$ cat src/rtl/stride_nd_counter.sv
// stride_nd_counter
//   N-dimensional strided loop counter for window / feature-map index generation.
//   NDIM nested counters (dim 0 innermost). Each dimension steps by its stride and
//   wraps to zero with a carry into the next dimension once cnt+stride reaches its
//   exclusive bound. Tuples are presented with a valid/ready handshake.
//
// Ports
//   clk         clock, all state on rising edge
//   reset       asynchronous active-low reset
//   start       begin a sequence, sampled only in IDLE
//   clr         synchronous abort to IDLE (no done pulse)
//   cfg_stride  per-dim stride, dim d at [d*STRIDEW +: STRIDEW]
//   cfg_bound   per-dim exclusive bound, dim d at [d*CNTW +: CNTW]
//   out_cnt     current index tuple, same packing as cfg_bound
//   out_valid   out_cnt holds a valid tuple
//   out_ready   consumer accepts on out_valid & out_ready
//   out_last    current tuple is the final one
//   busy        high while running
//   done        one-cycle pulse at end of sequence (normal or config error)
//   err         sticky config error, cleared by next accepted start or clr
//
// STRIDEW must not exceed CNTW: the stride is zero-extended into the CNTW+1 bit sum.

// Per-dimension step/wrap logic. Purely combinational; the registers live in the top.
module stride_nd_dim #(
  parameter int CNTW    = 16,
  parameter int STRIDEW = 8
) (
  input  logic [CNTW-1:0]    cnt,
  input  logic [STRIDEW-1:0] stride,
  input  logic [CNTW-1:0]    bound,
  input  logic               carry_in,
  output logic [CNTW-1:0]    cnt_next,
  output logic               wrap,
  output logic               carry_out
);
  // One extra bit so cnt+stride never overflows before the bound compare.
  logic [CNTW:0] sum;

  assign sum       = {1'b0, cnt} + {{(CNTW+1-STRIDEW){1'b0}}, stride};
  assign wrap      = (sum >= {1'b0, bound});
  assign cnt_next  = carry_in ? (wrap ? '0 : sum[CNTW-1:0]) : cnt;
  assign carry_out = carry_in & wrap;
endmodule

module stride_nd_counter #(
  parameter int NDIM    = 2,
  parameter int CNTW    = 16,
  parameter int STRIDEW = 8
) (
  input  logic                    clk,
  input  logic                    reset,
  input  logic                    start,
  input  logic                    clr,
  input  logic [NDIM*STRIDEW-1:0] cfg_stride,
  input  logic [NDIM*CNTW-1:0]    cfg_bound,
  output logic [NDIM*CNTW-1:0]    out_cnt,
  output logic                    out_valid,
  input  logic                    out_ready,
  output logic                    out_last,
  output logic                    busy,
  output logic                    done,
  output logic                    err
);
  typedef enum logic {IDLE, RUN} state_t;

  state_t state_q, state_d;

  logic [NDIM-1:0][CNTW-1:0]    cnt_q, cnt_d, cnt_step;
  logic [NDIM-1:0][STRIDEW-1:0] stride_q;
  logic [NDIM-1:0][CNTW-1:0]    bound_q;
  logic [NDIM-1:0]              wrap;
  logic [NDIM-1:0]              cfg_zero;
  // carry[0] is the accept strobe; carry[NDIM] is set only when every dim wraps on
  // an accept, i.e. the final tuple was just consumed.
  logic [NDIM:0]                carry;
  logic                         done_q, done_d;
  logic                         err_q, err_d;
  logic                         cfg_load;
  logic                         run;

  assign run      = (state_q == RUN);
  assign carry[0] = run & out_ready;

  genvar d;
  generate
    for (d = 0; d < NDIM; d++) begin : g_dim
      assign cfg_zero[d] = (cfg_stride[d*STRIDEW +: STRIDEW] == '0) |
                           (cfg_bound[d*CNTW +: CNTW] == '0);

      stride_nd_dim #(
        .CNTW    (CNTW),
        .STRIDEW (STRIDEW)
      ) u_dim (
        .cnt       (cnt_q[d]),
        .stride    (stride_q[d]),
        .bound     (bound_q[d]),
        .carry_in  (carry[d]),
        .cnt_next  (cnt_step[d]),
        .wrap      (wrap[d]),
        .carry_out (carry[d+1])
      );
    end
  endgenerate

  always_comb begin
    state_d  = state_q;
    cnt_d    = cnt_q;
    done_d   = 1'b0;
    err_d    = err_q;
    cfg_load = 1'b0;
    if (clr) begin
      state_d = IDLE;
      cnt_d   = '0;
      err_d   = 1'b0;
    end else begin
      unique case (state_q)
        IDLE: begin
          if (start) begin
            cfg_load = 1'b1;
            if (|cfg_zero) begin
              // Bad config never enters RUN; report through err + done.
              err_d  = 1'b1;
              done_d = 1'b1;
            end else begin
              state_d = RUN;
              err_d   = 1'b0;
              cnt_d   = '0;
            end
          end
        end
        RUN: begin
          if (carry[NDIM]) begin
            state_d = IDLE;
            cnt_d   = '0;
            done_d  = 1'b1;
          end else begin
            cnt_d = cnt_step;
          end
        end
      endcase
    end
  end

  always_ff @(posedge clk or negedge reset) begin
    if (!reset) begin
      state_q  <= IDLE;
      cnt_q    <= '0;
      stride_q <= '0;
      bound_q  <= '0;
      done_q   <= 1'b0;
      err_q    <= 1'b0;
    end else begin
      state_q <= state_d;
      cnt_q   <= cnt_d;
      done_q  <= done_d;
      err_q   <= err_d;
      if (cfg_load) begin
        stride_q <= cfg_stride;
        bound_q  <= cfg_bound;
      end
    end
  end

  assign out_cnt   = cnt_q;
  assign out_valid = run;
  assign busy      = run;
  // Gated by run: in IDLE the wrap terms are meaningless (e.g. zero regs after reset).
  assign out_last  = run & (&wrap);
  assign done      = done_q;
  assign err       = err_q;
endmodule

$ cat config.mk
export PLATFORM = sky130hd
export DESIGN_NAME = stride_nd_counter
export DESIGN_NICKNAME = d
export VERILOG_FILES = /design/src/rtl/stride_nd_counter.sv
export SDC_FILE = /design/constraint.sdc
export NUM_CORES = 1
export LEC_CHECK = 0
export CAP_MARGIN = 0
export CORE_MARGIN = 2
export CORE_UTILIZATION = 48
export CTS_CLUSTER_SIZE = 14
export DETAILED_ROUTE_END_ITERATION = 12
export PLACE_DENSITY = 0.75
export SLEW_MARGIN = 10
export SYNTH_ARGS = -nofsm -noshare
export SYNTH_HDL_FRONTEND = slang
export SYNTH_SLANG_ARGS = --single-unit
export TNS_END_PERCENT = 5
$ cat constraint.sdc
create_clock -name clk -period 4.3 [get_ports clk]
set_clock_uncertainty 0.15 [all_clocks]
set_input_delay 1.29 -clock clk [delete_from_list [all_inputs] [get_ports clk]]
set_output_delay 1.29 -clock clk [all_outputs]
set_load 0.005 [all_outputs]
After elaboration in Yosys (flattened, before gate mapping)
Cells that the tools add are included.
W data, S select, Z words.
{"block": "word_totals", "latch_bits": 0, "ff_bits": 83, "ram_bits": 0, "out_inout_bits": 37, "input_bits": 53, "romBits": 0, "mem_count": 0, "wordCells": 60}
{"block": "op_classes", "add_sub_neg": 2, "magnitude_cmp": 2, "bitwise": 7, "div": 0, "shifts": 0, "muxes": 25, "eq_ne": 5, "multipliers": 0, "reduce_logical": 10}
{"op": "$mux W32", "n": 4}
{"op": "$mux W16", "n": 4}
{"op": "$pmux W32 S2", "n": 1}
{"op": "$add A16 B8 Y17", "n": 2}
{"op": "$ge A17 B16 Y1", "n": 2}
{"op": "$logic_not A16 Y1", "n": 2}
{"op": "$logic_not A8 Y1", "n": 2}
{"op": "$mux W1", "n": 14}
{"op": "$ne A4 B2 Y1 const B", "n": 2}
{"op": "$ne A3 B3 Y1 const B", "n": 2}
{"op": "$reduce_and A3 Y1", "n": 2}
{"op": "$and A1 B1 Y1", "n": 4}
{"op": "$pmux W1 S2", "n": 2}
{"op": "$reduce_and A2 Y1", "n": 2}
{"op": "$ne A2 B2 Y1 const B", "n": 1}
{"op": "$or A1 B1 Y1", "n": 2}
{"op": "$reduce_bool A2 Y1", "n": 1}
{"op": "$reduce_or A2 Y1", "n": 1}
{"op": "$not A1 Y1", "n": 1}

Depth between registers and ports, before layout
Gate-level depths: netlist (run 1).
{"block": "logic_depth", "depth_word": 7, "ltp_mapped": 20}

Modules after synthesis
A second synthesis (run 1) with hierarchy kept.
{"block": "hier_totals", "hier_cells": 549, "hier_area_um2": 5774.3}
{"mod": "stride_nd_counter", "n_inst": 1, "seq_area_each_um2": 2077.0, "area_per_inst_um2": 3347.0, "cells_per_inst": 210}
{"mod": "stride_nd_dim (g_dim[0].u_dim)", "n_inst": 1, "seq_area_each_um2": 0.0, "area_per_inst_um2": 1256.2, "cells_per_inst": 170}
{"mod": "stride_nd_dim (g_dim[1].u_dim)", "n_inst": 1, "seq_area_each_um2": 0.0, "area_per_inst_um2": 1171.1, "cells_per_inst": 169}

Least setup slack after synthesis (run 1)
OpenSTA, ideal clock, no wires.
{"block": "synth_path", "path_kind": "register to output", "from": "register cnt_q (netlist bit out_cnt[0])", "to": "output port out_last", "path_stages_with_launch": 18, "setup_slack_ns": -0.417, "arrival_ns": 3.277, "cell_sequence": "dfrtp_1 ha_1 inv_1 fa_1 nor2b_1 o21ai_1 o21ai_1 o22a_1 and2_1 nand2_1 xnor2_1 ha_1 nand4_1 nor4_1 a211oi_2 o31ai_2 nor2_1 nor3b_1"}
{"block": "synth_via", "elab_chain_cells": 4}
{"item": "start, declared", "line": "69", "source": "logic [NDIM-1:0][CNTW-1:0] cnt_q, cnt_d, cnt_step;"}
{"item": "start signal, assigned", "line": "155", "source": "cnt_q <= cnt_d;"}
{"item": "$add A16 B8 Y17", "line": "40", "source": "assign sum = {1'b0, cnt} + {{(CNTW+1-STRIDEW){1'b0}}, stride};"}
{"item": "$ge A17 B16 Y1", "line": "41", "source": "assign wrap = (sum >= {1'b0, bound});"}
{"item": "$reduce_and A2 Y1", "line": "169", "source": "assign out_last = run & (&wrap);"}
{"item": "$and A1 B1 Y1", "line": "169"}
{"item": "end, declared", "line": "60", "source": "output logic out_last,"}
Every way passes these cells.

Worst setup path in the final report (run 1)
{"block": "layout_path", "from": "register stride_q[0] (netlist name)", "to": "output port out_last"}
{"block": "layout_via", "elab_chain_cells": 4}
{"item": "start, declared", "line": "70", "source": "logic [NDIM-1:0][STRIDEW-1:0] stride_q;"}
{"item": "start signal, assigned", "line": "159", "source": "stride_q <= cfg_stride;"}
{"item": "$add A16 B8 Y17", "line": "40"}
{"item": "$ge A17 B16 Y1", "line": "41"}
{"item": "$reduce_and A2 Y1", "line": "169"}
{"item": "$and A1 B1 Y1", "line": "169"}
Every way passes these cells.

==> flow_metrics.py, run 1 <==
metrics = {
    "status": {
        "status": "finished with violations",
        "failed_checks": "negative setup slack",
    },
    "timing": {
        "min_period_ps": 5170,
        "slew_headroom_pct": 27.7,
        "fmaxAchievable_mhz": 194,
        "final.period_utilization_pct": 120,
        "grt_setup_unrepaired": "yes",
        "final-setup-viol-count": 2,
        "slew_violations": 0,
        "fin_ws_ps": -866,
        "hold_viol": 0,
        "max_slew.worst_pin.slew_ps": 1080,
        "setup_tns_ps": -866,
    },
    "power": {
        "report.power.total_uw": 2450,
        "switching_share_pct": 33.8,
        "power_report.internal_total_uw": 1620,
        "power_frac_seq_pct": 37.6,
        "power.clock.fraction_pct": 24.2,
        "p_switching_uw": 828,
        "leakagePower_uw": 0.00340,
        "power.density_mw_per_mm2": 329,
        "vdd.ir_drop.worst_v": 0.000168,
        "combinationalPowerShare_pct": 38.2,
    },
    "worst_setup_path": {
        "cp_data_arrival_time_ps": 3730,
        "worst_r2r_path_depth": 20,
        "crit_type": "register to primary output",
        "slowest_delay_ps": 370,
        "critical_path_cell_list": "ha_2, inv_2, fa_2, nor2b_2, o21ai_2, o21ai_2, o22a_2, buf_12, nand3_4, xnor2_4, ha_4, o21a_1, o21a_1, a211oi_2, o31ai_4, nor2_2, nor3b_2, buf_2",
        "critPathCaptureType": "primary output",
        "cp-start-kind": "register",
        "path_max_fanout": 5,
        "cp_data_required_time_ps": 2860,
        "crit_path_top_delay_cell": "dfrtp_1",
    },
    "synthesis": {
        "syn_avg_cell_area_um2": 9.45,
        "post-synth-top-count-cell": "dfrtp_1",
        "synth_nets": 649,
        "synth_top_cell_by_area": "dfrtp_1",
        "synthTopCellsByArea": "dfrtp_1 40%, ha_1 12%, o21ai_0 4.6%",
        "yosys-top-cells-count": "83 x dfrtp_1, 58 x nand2_1, 55 x inv_1",
        "yosysTopAreaCellShare_pct": 40.2,
        "synth.distinct_cells": 58,
        "yosys_register_bits": 83,
        "ys_warn_count": 0,
        "main_flop_type_after_synthesis": "dfrtp_1",
        "area_of_the_mapped_netlist_mm2": 0.00516,
        "number_of_flops_mapped_to_enable_cells_by_yosys": 0,
        "synth-async-reset-ratio_pct": 100,
        "synth-seq-area-share_pct": 40.2,
        "synthesis.instances": 546,
    },
    "detailed_routing": {
        "dr_total_vias": 4855,
        "drt_drc_violations_left": 0,
        "route.detailed.vias_per_inst": 5.51,
        "routed_wl_um": 14400,
        "avgRoutedWirePerCell_um": 16.4,
        "detailedRoute.firstPassIterationCount": 5,
        "drt_iter0_markers": 255,
        "antenna_violating_nets_post_route": 0,
    },
    "worst_hold_path": {
        "worstHoldPathType": "register to register",
        "worst_hold_path.num_cells": 1,
    },
    "cts": {
        "clk_root_buffer_cell": "clkbuf_8",
        "cts_buffers": 9,
        "tritoncts_clock_tree": "done",
        "cts_htree_levels": 3,
        "clock_sinks": 83,
        "cts.clk_slew.worst_paths_ps": 100,
        "clockBufferDepth": 2,
        "insertion_delay_of_the_later_clocked_pin_in_the_worst_skew_pair_ps": 380,
    },
    "final_layout": {
        "drive_gt1_share_pct": 26.4,
        "finalCoreUtilization_pct": 71.9,
        "final_design_area_no_fill_mm2": 0.00745,
        "antenna-diode-count": 0,
        "final_nets": 843,
        "syn_to_final_growth_pct": 44.4,
    },
    "die": {
        "floorplan.die.width_um": 108,
        "num_rows": 37,
        "start_util_pct": 49.8,
        "fp.dieArea_mm2": 0.0116,
        "die_y_um": 108,
        "ios": 90,
        "placeable_area_mm2": 0.0104,
    },
    "placement": {
        "detailed_place.area_mm2": 0.00695,
        "dp_hpwl_um": 10500,
        "detailedPlace.worstSlack_ps": -923,
        "gp_congestion": 0.941,
        "portBuffers": 89,
    },
    "grt": {
        "grt_util_all_layers_pct": 25.6,
        "grt_antenna_before_repair": 0,
        "globalRouteOverflowTotal": 0,
        "grt_pass1_wl_um": 23400,
        "first_global_vias": 4998,
        "grt_max_degree": 84,
    },
    "flow_run": {
        "max-cap-violations": 0,
    },
}
-- worst max-delay path: cells and delay by family (launching register included) --
family                   cells  cell delay [ps]
buffers and inverters        3              290
AND/OR/NAND/NOR              4              460
AO/OA/AOI/OAI                7             1220
adder cells (fa/ha/maj)      3              780
flip-flops                   1              370
XOR/XNOR                     1              220
-- power by group through the flow --
stage / registers, uW / clock network [uW] / logic, uW
floorplan: 929 / 0 / 471
global placement: 931 / 0 / 831
detailed placement: 936 / 0 / 866
CTS: 921 / 598 / 894
global route: 931 / 629 / 1030
finish: 920 / 593 / 936
-- what timing repair did --
action	4_1_cts	5_1_grt
gates resized for setup	21	19
hold buffers	0	0
cloned	0	0
setup buffers	7	9
pin swaps	20	40
endpoints found under the setup margin	1	33
-- layout by cell type, fill, tap and decap left out, types with 6 or more instances in the layout --
cell type / n
a21oi_1: 17
a22o_1: 11
a31oi_1: 9
buf_4: 106
clkbuf_8: 9
clkdlybuf4s50_1: 87
dfrtp_1: 83
ha_1: 45
inv_1: 54
mux2_2: 16
nand2_1: 56
nand2b_1: 7
nand3_1: 14
nand4_1: 9
nor2_1: 17
nor4_1: 13
o21a_1: 6
o21ai_0: 44
o21ai_1: 12
xnor2_1: 15
xor2_1: 6
-- layer usage --
layer	global-route usage [%]	part of all wire (%)
met4	8.79	2.1
met2	44.0	50
met5	0	0
met3	3.27	4.9
met1	33.2	43
-- through the flow --
stage | instances | hold slack [ps]
after detailed placement | 850 | 336
after CTS | 873 | 357
after global routing | 881 | 382
after floorplan | 546 | 335
final | 881 | 351
after global placement | 850 | 326
-- logic make-up after synthesis --
| kind of cell | Yosys count | synth area share [%] |
|---|---|---|
| xor+xnor | 24 | 4.07 |
| fa+ha+maj | 50 | 12.4 |
| simple gates | 157 | 15.4 |
| compound gates | 142 | 18.4 |
| buf+inv | 73 | 5.79 |
| flops | 83 | 40.2 |
| mux | 17 | 3.68 |
-- state kept, by name, summed over array words and instances, names as in the netlist --
register	count
bound_q	32
busy	1
done	1
err	1
out_cnt	32
stride_q	16
-- layout make-up --
| class | instances | area [um^2] |
|---|---|---|
| timing repair buffer | 201 | 1790 |
| sequential | 83 | 2080 |
| inverter | 55 | 206 |
| tap | 136 | 170 |
| multi-input combinational | 390 | 3010 |
| fill | 754 | 2920 |
| clock inverter | 7 | 76.3 |
| clock buffer | 9 | 124 |
-- final timing paths --
path	startpoint	end	slack, ps
worst min-delay path	err$_DFFE_PN0P_	err$_DFFE_PN0P_	350
worst max-delay path	stride_q[0]$_DFFE_PN0P_	out_last	-870
worst min register to register	err$_DFFE_PN0P_	err$_DFFE_PN0P_	350
worst max register to register	stride_q[0]$_DFFE_PN0P_	out_cnt[15]$_DFFE_PN0P_	0
max in group asynchronous	reset	out_cnt[26]$_DFFE_PN0P_	2340
min in group asynchronous	reset	stride_q[15]$_DFFE_PN0P_	930
(Power assumes the default switching activity.)
==> run 2, diff against run 1 <==
--- a/config.mk
+++ b/config.mk
@@ -11,7 +11,7 @@
 export CTS_CLUSTER_SIZE = 14
 export DETAILED_ROUTE_END_ITERATION = 12
 export PLACE_DENSITY = 0.75
-export SLEW_MARGIN = 10
+export SLEW_MARGIN = 20
 export SYNTH_ARGS = -nofsm -noshare
 export SYNTH_HDL_FRONTEND = slang
 export SYNTH_SLANG_ARGS = --single-unit
==> constraint.sdc (replaced) <==
create_clock -name clk -period 4.2 [get_ports clk]
set_clock_uncertainty 0.15 [all_clocks]
set_input_delay 1.26 -clock clk [delete_from_list [all_inputs] [get_ports clk]]
set_output_delay 1.26 -clock clk [all_outputs]
set_load 0.005 [all_outputs]
==> run 2 against run 1 <==
Effect of this change:
- sequential power grew 2.5%
- highest routed layer unchanged
- combinational power rose by 2%
- worst hold slack worse by 1.7 ps
- critical path type unchanged
- largest power group unchanged
- the run still ends with negative setup slack left
==> flow_metrics.py, run 2 (synthesis gave the netlist of run 1 again) <==
metrics = {
    "cts": {
        "clk_root_buffer_cell": "clkbuf_8",
        "cts_htree_levels": 3,
        "cts.clk_slew.worst_paths_ps": 90,
        "clockBufferDepth": 2,
        "insertion_delay_of_the_later_clocked_pin_in_the_worst_skew_pair_ps": 380,
        "cts_buffers": 9,
        "tritoncts_clock_tree": "done",
        "cts_hold_buf": 0,
        "clock_sinks": 83,
    },
    "power": {
        "vdd.ir_drop.worst_v": 0.000229,
        "combinationalPowerShare_pct": 36.3,
        "power_frac_seq_pct": 35.9,
        "power.density_mw_per_mm2": 349,
        "switching_share_pct": 31.7,
        "power_report.internal_total_uw": 1800,
        "leakagePower_uw": 0.00347,
        "power.clock.fraction_pct": 27.8,
        "p_switching_uw": 833,
    },
    "flow_run": {
        "max-cap-violations": 0,
    },
    "timing": {
        "hold_viol": 0,
        "slew_headroom_pct": 62.8,
        "final.period_utilization_pct": 120,
        "fmaxAchievable_mhz": 198,
        "fin_ws_ps": -845,
        "slew_violations": 0,
        "max_slew.worst_pin.slew_ps": 552,
        "worst_hold_slack_across_all_endpoints_ps": 349,
        "final-setup-viol-count": 11,
        "grt_setup_unrepaired": "yes",
        "min_period_ps": 5050,
    },
    "final_layout": {
        "fillerInstances": 743,
        "finalNonFillerCells": 887,
        "final_nets": 849,
        "layout_commonest_cell": "buf_4",
        "final_cell_mix": "114 x buf_4, 87 x clkdlybuf4s50_1, 83 x dfrtp_1",
        "drive_gt1_share_pct": 27.7,
        "syn_to_final_growth_pct": 45.8,
        "antenna-diode-count": 0,
    },
    "detailed_routing": {
        "antenna_violating_nets_post_route": 0,
        "drt_drc_violations_left": 0,
        "drt_iter0_markers": 196,
        "dr_total_vias": 4850,
        "avgRoutedWirePerCell_um": 16.5,
        "detailedRoute.firstPassIterationCount": 5,
        "route.detailed.vias_per_inst": 5.47,
        "routed_wl_um": 14700,
    },
    "placement": {
        "gp_congestion": 0.929,
        "portBuffers": 89,
        "dp_hpwl_um": 10400,
        "post-place-cells": 852,
        "detailedPlace.worstSlack_ps": -990,
    },
    "worst_setup_path": {
        "cp-start-kind": "register",
        "cp_data_required_time_ps": 2790,
        "worst_reg2reg_setup_slack_ps": -70,
        "slowest_delay_ps": 370,
        "timing.critical_path.to": "out_last",
        "cp_data_arrival_time_ps": 3640,
        "crit_path_top_delay_cell": "dfrtp_1",
        "path_max_fanout": 5,
        "critPathCaptureType": "primary output",
        "crit_type": "register to primary output",
        "crit-reg2reg-capture": "out_cnt[8]$_DFFE_PN0P_",
        "worst_r2r_path_depth": 20,
        "worstReg2RegStart": "out_cnt[0]$_DFFE_PN0P_",
        "launch_point_of_the_worst_path": "out_cnt[0]$_DFFE_PN0P_",
        "critical_path_cell_list": "ha_2, inv_2, fa_2, nor2b_2, o21ai_2, o21ai_2, o22a_2, nand3_2, xnor2_2, ha_1, a211oi_2, o21ai_1, a211oi_2, o31ai_4, nor2_2, nor3b_2, buf_2",
    },
    "status": {
        "status": "finished with violations",
        "failed_checks": "negative setup slack",
    },
    "die": {
        "placeable_area_mm2": 0.0104,
        "floorplan.die.width_um": 108,
        "ios": 90,
        "fp.dieArea_mm2": 0.0116,
        "start_util_pct": 49.8,
        "die_y_um": 108,
        "num_rows": 37,
    },
    "grt": {
        "grt_max_degree": 84,
        "grt_antenna_before_repair": 0,
        "first_global_vias": 5038,
        "globalRouteOverflowTotal": 0,
        "grt_util_all_layers_pct": 25.8,
        "grt_pass1_wl_um": 23400,
    },
    "worst_hold_path": {
        "worstHoldPathType": "register to register",
    },
}
run 2: final cells by class:
class	instances	area (um^2)	share of cell area, %
multi-input combinational	390	3010	40.0
sequential	83	2080	27.6
timing repair buffer	207	1810	24.1
inverter	55	206	2.74
tap	136	170	2.26
clock buffer	10	138	1.83
clock inverter	6	113	1.50
run 2: timing repair:
item | CTS | global route
setup buffers | 12 | 7
gates resized for setup | 21 | 20
endpoints found under the hold margin | 0 | 0
endpoints found under the setup margin | 10 | 33
pin swaps | 18 | 26
cloned | 0 | 0
run 2: metrics by stage:
stage | cell area [um^2] | util [%] | setup TNS [ps] | total power [uW]
final | 7530 | 72.6 | -1200 | 2630
after global routing | 7530 | 72.6 | -6800 | 2780
after CTS | 7370 | 71.1 | -883 | 2600
after detailed placement | 6970 | 67.2 | -990 | 1840
after global placement | 6970 | 67.2 | -841 | 1800
after floorplan | 5210 | - | -258 | 1430
run 2: worst max-delay path, delay by kind of cell (launching register included):
family	cells	cell delay [ps]
AND/OR/NAND/NOR	4	430
adder cells (fa/ha/maj)	3	870
AO/OA/AOI/OAI	7	1260
XOR/XNOR	1	160
flip-flops	1	370
buffers and inverters	2	180
run 2: layer usage:
layer / track usage (%) / wire length, um / vias to the layer above
met1: 32.7 / 6370 / 2347
met4: 9.16 / 340 / 0
met3: 3.69 / 626 / 25
met5: 0 / 0 / -
met2: 44.9 / 7320 / 131
li1: - / - / 2347
run 2: power groups by stage:
stage | clock network (uW) | registers, uW | logic [uW]
floorplan | 0 | 951 | 482
global placement | 0 | 953 | 844
detailed placement | 0 | 958 | 881
CTS | 737 | 942 | 924
global route | 774 | 954 | 1050
finish | 731 | 943 | 954
run 2: worst min-delay path by stage:
| stage | depth (start not counted) | endpoint | from |
|---|---|---|---|
| finish | 1 | err$_DFFE_PN0P_ | err$_DFFE_PN0P_ |
| global placement | 1 | err$_DFFE_PN0P_ | err$_DFFE_PN0P_ |
| floorplan | 1 | stride_q[11]$_DFFE_PN0P_ | stride_q[11]$_DFFE_PN0P_ |
| detailed placement | 1 | err$_DFFE_PN0P_ | err$_DFFE_PN0P_ |
| CTS | 1 | err$_DFFE_PN0P_ | err$_DFFE_PN0P_ |
| global route | 1 | err$_DFFE_PN0P_ | err$_DFFE_PN0P_ |
